`config.mk`:
```
export PLATFORM = sky130hd
export DESIGN_NAME = pipelined_multiplier_stream
export DESIGN_NICKNAME = d
export VERILOG_FILES = /design/src/rtl/mult_pkg.sv /design/src/rtl/mult_pipe_stage.sv /design/src/rtl/pipelined_multiplier_stream.sv
export SDC_FILE = /design/constraint.sdc
export NUM_CORES = 2
export LEC_CHECK = 0
export ABC_CLOCK_PERIOD_IN_PS = 10300
export BUFFER_PORTS_ARGS = -buffer_cell sky130_fd_sc_hd__buf_2
export CORE_MARGIN = 2
export CORE_UTILIZATION = 35
export CTS_BUF_LIST = sky130_fd_sc_hd__clkbuf_4
export CTS_CLUSTER_SIZE = 8
export DETAILED_ROUTE_END_ITERATION = 6
export PLACE_DENSITY = 0.56
export SLEW_MARGIN = 20
export SYNTH_ARGS = -nofsm -noshare
export SYNTH_HDL_FRONTEND = slang
export SYNTH_SLANG_ARGS = --single-unit
```
`constraint.sdc`:
```
create_clock -name clk -period 10.3 [get_ports clk]
set_input_delay 0.515 -clock clk [delete_from_list [all_inputs] [get_ports clk]]
set_output_delay 0.515 -clock clk [all_outputs]
set_load 0.05 [all_outputs]
```
`src/rtl/mult_pkg.sv`:
```
// Shared types and constants for the pipelined multiplier stream.
package mult_pkg;

    localparam int unsigned PERF_CNT_WIDTH = 32;
    localparam int unsigned MAX_STAGES     = 8;

    typedef enum logic {
        MULT_UNSIGNED = 1'b0,
        MULT_SIGNED   = 1'b1
    } mult_mode_e;

endpackage : mult_pkg

```
`src/rtl/mult_pipe_stage.sv`:
```
// One elastic register stage: valid bit plus data and tag payload.
// The stage loads its upstream neighbour whenever advance_i is high.
// Payload is only overwritten by valid data, so a drained stage keeps its last value.
module mult_pipe_stage #(
    parameter int unsigned DATA_WIDTH = 54,
    parameter int unsigned TAG_WIDTH  = 4
) (
    input  logic                  clk_i,
    input  logic                  rst_i,
    input  logic                  advance_i,
    input  logic                  valid_i,
    input  logic [DATA_WIDTH-1:0] data_i,
    input  logic [TAG_WIDTH-1:0]  tag_i,
    output logic                  valid_o,
    output logic [DATA_WIDTH-1:0] data_o,
    output logic [TAG_WIDTH-1:0]  tag_o
);

    logic                  valid_q, valid_d;
    logic [DATA_WIDTH-1:0] data_q,  data_d;
    logic [TAG_WIDTH-1:0]  tag_q,   tag_d;

    // Next-state: hold unless advancing; take payload only from a valid upstream entry.
    always_comb begin
        valid_d = valid_q;
        data_d  = data_q;
        tag_d   = tag_q;
        if (advance_i) begin
            valid_d = valid_i;
            if (valid_i) begin
                data_d = data_i;
                tag_d  = tag_i;
            end
        end
    end

    // Stage registers with synchronous reset.
    always_ff @(posedge clk_i) begin
        if (rst_i) begin
            valid_q <= 1'b0;
            data_q  <= '0;
            tag_q   <= '0;
        end else begin
            valid_q <= valid_d;
            data_q  <= data_d;
            tag_q   <= tag_d;
        end
    end

    assign valid_o = valid_q;
    assign data_o  = data_q;
    assign tag_o   = tag_q;

endmodule : mult_pipe_stage

```
`src/rtl/pipelined_multiplier_stream.sv`:
```
// Elastic WIDTH x WIDTH multiplier with STAGES register stages, valid/ready on
// both sides, per-transaction signed/unsigned mode and a sideband tag.
// Optional build macro PIPELINED_MULT_PERF_EN adds perf_accepted / perf_stall counters.
module pipelined_multiplier_stream
    import mult_pkg::*;
#(
    parameter int unsigned WIDTH     = 27,
    parameter int unsigned STAGES    = 2,
    parameter int unsigned TAG_WIDTH = 4
) (
    input  logic                   clk,
    input  logic                   rst,
    input  logic                   in_valid,
    output logic                   in_ready,
    input  logic                   in_signed,
    input  logic [WIDTH-1:0]       in1,
    input  logic [WIDTH-1:0]       in2,
    input  logic [TAG_WIDTH-1:0]   in_tag,
    output logic                   out_valid,
    input  logic                   out_ready,
    output logic [2*WIDTH-1:0]     out,
    output logic [TAG_WIDTH-1:0]   out_tag
`ifdef PIPELINED_MULT_PERF_EN
    ,
    output logic [PERF_CNT_WIDTH-1:0] perf_accepted,
    output logic [PERF_CNT_WIDTH-1:0] perf_stall
`endif
);

    localparam int unsigned PW = 2 * WIDTH;

    if (STAGES < 1 || STAGES > MAX_STAGES) begin : g_bad_stages
        $error("pipelined_multiplier_stream: STAGES out of range");
    end

    mult_mode_e           mode;
    logic                 sign_ext;
    logic [PW-1:0]        op1_ext, op2_ext, product;

    logic [STAGES-1:0]    st_valid;
    logic [PW-1:0]        st_data [STAGES];
    logic [TAG_WIDTH-1:0] st_tag  [STAGES];

    logic [STAGES-1:0]    stg_in_valid;
    logic [PW-1:0]        stg_in_data [STAGES];
    logic [TAG_WIDTH-1:0] stg_in_tag  [STAGES];

    logic [STAGES-1:0]    advance;

    // Extend both operands to 2*WIDTH per the mode; the low 2*WIDTH bits of the
    // product are then exact for both signed and unsigned operands.
    always_comb begin
        mode     = mult_mode_e'(in_signed);
        sign_ext = (mode == MULT_SIGNED);
        op1_ext  = {{WIDTH{sign_ext & in1[WIDTH-1]}}, in1};
        op2_ext  = {{WIDTH{sign_ext & in2[WIDTH-1]}}, in2};
        product  = op1_ext * op2_ext;
    end

    // A stage advances when the consumer is ready or any stage at or downstream
    // of it is empty; flattening the recursive form keeps this loop-free.
    always_comb begin
        advance = '0;
        for (int unsigned s = 0; s < STAGES; s++) begin
            advance[s] = out_ready;
            for (int unsigned j = s; j < STAGES; j++) begin
                advance[s] = advance[s] | ~st_valid[j];
            end
        end
    end

    // Stage 0 takes the fresh product; later stages take their upstream neighbour.
    always_comb begin
        stg_in_valid    = '0;
        stg_in_valid[0] = in_valid;
        stg_in_data[0]  = product;
        stg_in_tag[0]   = in_tag;
        for (int unsigned s = 1; s < STAGES; s++) begin
            stg_in_valid[s] = st_valid[s-1];
            stg_in_data[s]  = st_data[s-1];
            stg_in_tag[s]   = st_tag[s-1];
        end
    end

    for (genvar s = 0; s < STAGES; s++) begin : g_stage
        mult_pipe_stage #(
            .DATA_WIDTH (PW),
            .TAG_WIDTH  (TAG_WIDTH)
        ) u_stage (
            .clk_i     (clk),
            .rst_i     (rst),
            .advance_i (advance[s]),
            .valid_i   (stg_in_valid[s]),
            .data_i    (stg_in_data[s]),
            .tag_i     (stg_in_tag[s]),
            .valid_o   (st_valid[s]),
            .data_o    (st_data[s]),
            .tag_o     (st_tag[s])
        );
    end

    assign in_ready  = ~rst & advance[0];
    assign out_valid = st_valid[STAGES-1];
    assign out       = st_data[STAGES-1];
    assign out_tag   = st_tag[STAGES-1];

`ifdef PIPELINED_MULT_PERF_EN
    logic [PERF_CNT_WIDTH-1:0] perf_accepted_q, perf_accepted_d;
    logic [PERF_CNT_WIDTH-1:0] perf_stall_q,    perf_stall_d;

    // Saturating counters of input transfers and output stall cycles.
    always_comb begin
        perf_accepted_d = perf_accepted_q;
        perf_stall_d    = perf_stall_q;
        if (in_valid && in_ready && perf_accepted_q != '1) begin
            perf_accepted_d = perf_accepted_q + 1'b1;
        end
        if (out_valid && !out_ready && perf_stall_q != '1) begin
            perf_stall_d = perf_stall_q + 1'b1;
        end
    end

    // Counter registers, cleared by reset.
    always_ff @(posedge clk) begin
        if (rst) begin
            perf_accepted_q <= '0;
            perf_stall_q    <= '0;
        end else begin
            perf_accepted_q <= perf_accepted_d;
            perf_stall_q    <= perf_stall_d;
        end
    end

    assign perf_accepted = perf_accepted_q;
    assign perf_stall    = perf_stall_q;
`endif

endmodule : pipelined_multiplier_stream

```
==> flow_metrics.tcl <==
set metrics [dict create \
    drt_pass1_iterations 5 \
    grt.met3_usage 0.01893 \
    cap_violations 0 \
    synth_common_cells "fa_1 (805), inv_1 (804), nand2_1 (695)" \
    ys_async_sr_fraction 0 \
    hold_buffers 0 \
    setup.worst_path.end "g_stage[0].u_stage.data_o[52]$_SDFFE_PP0P_" \
    startpoint "in_signed" \
    hp-class "primary input to register" \
    r2r-end "g_stage[0].u_stage.data_o[52]$_SDFFE_PP0P_" \
    rrSetupSlack_ns 7.91 \
    port_buffers 122 \
    clkTransAtPathRegs_ns 0.12 \
    clock.fmax_ghz 0.1267 \
    syn_avg_cell_area_um2 8.899 \
    rows 110 \
    end_kind "register" \
    synth_top_area_frac 0.5068 \
    tightest_slew_ns 0.9245 \
    final-setup-viol-count 0 \
    maxSlewViolCount 0 \
    dp.final_hpwl_mm 69.06 \
    grt_pass1_wl_mm 144.7 \
    drive_gt1_frac 0.05703 \
    die_w_um 305.4 \
    fp.dieH_um 305.4 \
    initial_core_util 0.3533 \
    reg2reg_depth 7 \
    antenna_left 0 \
    dieArea_mm2 0.09328 \
    cts_buffers 17 \
    synth_fp_nets 4621 \
    ys_seq_elements 118 \
    worstSetupPathType "primary input to register" \
    yosysWarningCount 0 \
    grtUsageTotal 0.1989 \
    synth_cell_types 63 \
    crit_fanout 15 \
    via_count 23380 \
    grt_use_met2 0.3604 \
    rr_startpoint "g_stage[1].u_stage.valid_o$_SDFFE_PP0N_" \
    synth_edf_count 0 \
    ctsResizeCount 0 \
    drc 0 \
    grt_pass1_vias 26310 \
    drtIter0Drc 1313 \
    fin_tns_setup_ns 0 \
    area_delta_synth_final_pct 5.529 \
    yosys.area.top_type "fa_1" \
    finalCriticalPeriod_ns 7.890 \
    hold_depth 3 \
    fin_ws_ns 2.410 \
    grt_max_degree 64 \
    root_buffer "clkbuf_4" \
    synth_most_common_cell "fa_1" \
    numClockSinks 118 \
    max-slew-margin-rel 0.3837 \
    status "finished, final reports clean" \
    cts_setup_buffers 0 \
    antenna_found_initial 3 \
    ys.flop_type "dfxtp_1" \
    grt_util_met1 0.2488 \
    cts_max_path_buffers 2 \
    nets 4578 \
    critPathArrivalTime_ns 8.39 \
    avgRoutedWirePerCell_um 18.63 \
    fillCellCount 9307 \
    routabilityCongestion 0.8852 \
    skew_ns 0.02204 \
    h-tree-depth 4 \
    yosysSeqAreaShare 0.07429 \
    post-place-ws_ns 1.944 \
    cts_tree "done" \
    io_pins 123 \
    core_mm2 0.09001 \
    wl_mm 87.99 \
    overflow 0 \
    finalCritPeriodShare 0.7660 \
    synth_area_mm2 0.03180 \
    top_usage_layer "met2" \
    synthTopCellsByArea "fa_1 (51%), inv_1 (9.5%), nand2_1 (8.2%)" \
    timing_hold_violations_final 0 \
    viasPerCell 4.952 \
    grt_setup_unrepaired "false" \
    cp.required_ns 10.80 \
    clock_latency_ns 0.56 \
    syn_inst 3573 \
    cp-start-kind "primary input" \
]
[worst max-delay path, stage by stage]
cell and delay [ns]:
buf_2 0.21, and2_0 0.19, buf_4 0.19, nand2_1 0.16, inv_1 0.08, fa_1 0.53, inv_1 0.14, fa_1 0.71
inv_1 0.10, fa_1 0.55, inv_1 0.06, fa_1 0.72, inv_1 0.34, fa_1 0.59, inv_1 0.05, fa_1 0.52
inv_1 0.05, fa_1 0.43, ha_1 0.29, ha_1 0.38, and2_1 0.21, nand3_1 0.13, nor2_1 0.22, nand3_1 0.13
o221ai_1 0.19, inv_1 0.07, a2111oi_0 0.44, a311o_1 0.18
[cells in the final DEF (no fill, tap or decap), types with 3 or more instances in the layout]
cell type	instances
buf_2	121
a211o_1	3
clkbuf_4	17
a21oi_1	150
o21bai_1	9
o21a_1	11
dfxtp_1	118
or2_2	8
inv_1	804
ha_1	180
a211oi_1	9
o211ai_1	5
fa_1	805
a221oi_1	3
o21ai_0	34
and2_1	271
nor2_1	57
nor3_1	10
nand4_1	9
a21o_1	17
a2111o_1	3
and3_1	16
clkinv_2	6
buf_4	30
nor2b_1	4
xor2_1	17
or3_1	6
nand2_1	694
diode_2	4
a31oi_1	6
nand3_1	32
xnor2_1	36
clkinvlp_4	6
[cells by family (layout without fill, tap and decap cells)]
kind of cell / count (synthesis) / count (layout) / share of synthesized area
compound gates: 272 / 272 / 0.05092
buf+inv: 1017 / 986 / 0.1204
fa+ha+maj: 985 / 985 / 0.5777
other cells: 0 / 4 / 0
mux: 1 / 1 / 0.0003148
flops: 118 / 118 / 0.07429
xor+xnor: 53 / 53 / 0.01460
simple gates: 1127 / 1127 / 0.1618
[routing by layer]
| layer | vias up | share of wire |
|---|---|---|
| met1 | 12320 | 0.41 |
| met3 | 155 | 0.043 |
| met2 | 613 | 0.51 |
| met4 | 0 | 0.036 |
| li1 | 10290 | - |
| met5 | - | 0 |
[state kept, by name (all words and copies together) (netlist names)]
| name | cells |
|---|---|
| g_stage.u_stage.data_o | 108 |
| g_stage.u_stage.tag_o | 8 |
| g_stage.u_stage.valid_o | 2 |
[area by class of cell]
class	instances	area [µm²]	area share
Antenna cell	4	10.01	0.0002983
Clock buffer	17	127.6	0.003803
Clock inverter	14	113.9	0.003393
Inverter	804	3018	0.08994
Multi-Input combinational cell	2438	25620	0.7636
Sequential cell	118	2362	0.07040
Tap cell	1176	1471	0.04385
Timing Repair Buffer	151	830.8	0.02476
[worst min-delay path by stage]
stage                                                 endpoint                                       start  slack [ns]
floorplan           g_stage[0].u_stage.data_o[43]$_SDFFE_PP0P_  g_stage[0].u_stage.data_o[43]$_SDFFE_PP0P_        0.42
global placement    g_stage[0].u_stage.data_o[10]$_SDFFE_PP0P_  g_stage[0].u_stage.data_o[10]$_SDFFE_PP0P_        0.44
CTS                   g_stage[0].u_stage.tag_o[0]$_SDFFE_PP0P_                                   in_tag[0]        0.15
finish                g_stage[0].u_stage.tag_o[1]$_SDFFE_PP0P_                                   in_tag[1]        0.20
global route          g_stage[0].u_stage.tag_o[0]$_SDFFE_PP0P_                                   in_tag[0]        0.13
detailed placement   g_stage[1].u_stage.data_o[9]$_SDFFE_PP0P_   g_stage[0].u_stage.data_o[9]$_SDFFE_PP0P_        0.44
[per-stage QoR]
| stage | instance area, µm² | instances | utilization | hold WS, ns |
|---|---|---|---|---|
| after floorplan | 31800 | 3573 | - | 0.4249 |
| after global placement | 33300 | 4687 | 0.3700 | 0.4405 |
| after detailed placement | 33300 | 4687 | 0.3700 | 0.4429 |
| after CTS | 33540 | 4718 | 0.3727 | 0.1497 |
| after global routing | 33550 | 4719 | 0.3727 | 0.1295 |
| final | 33550 | 4722 | 0.3728 | 0.1988 |
Power is left out: the tool's default activity adds up to more than one toggle a clock period on the data nets, which glitch-free logic cannot reach.
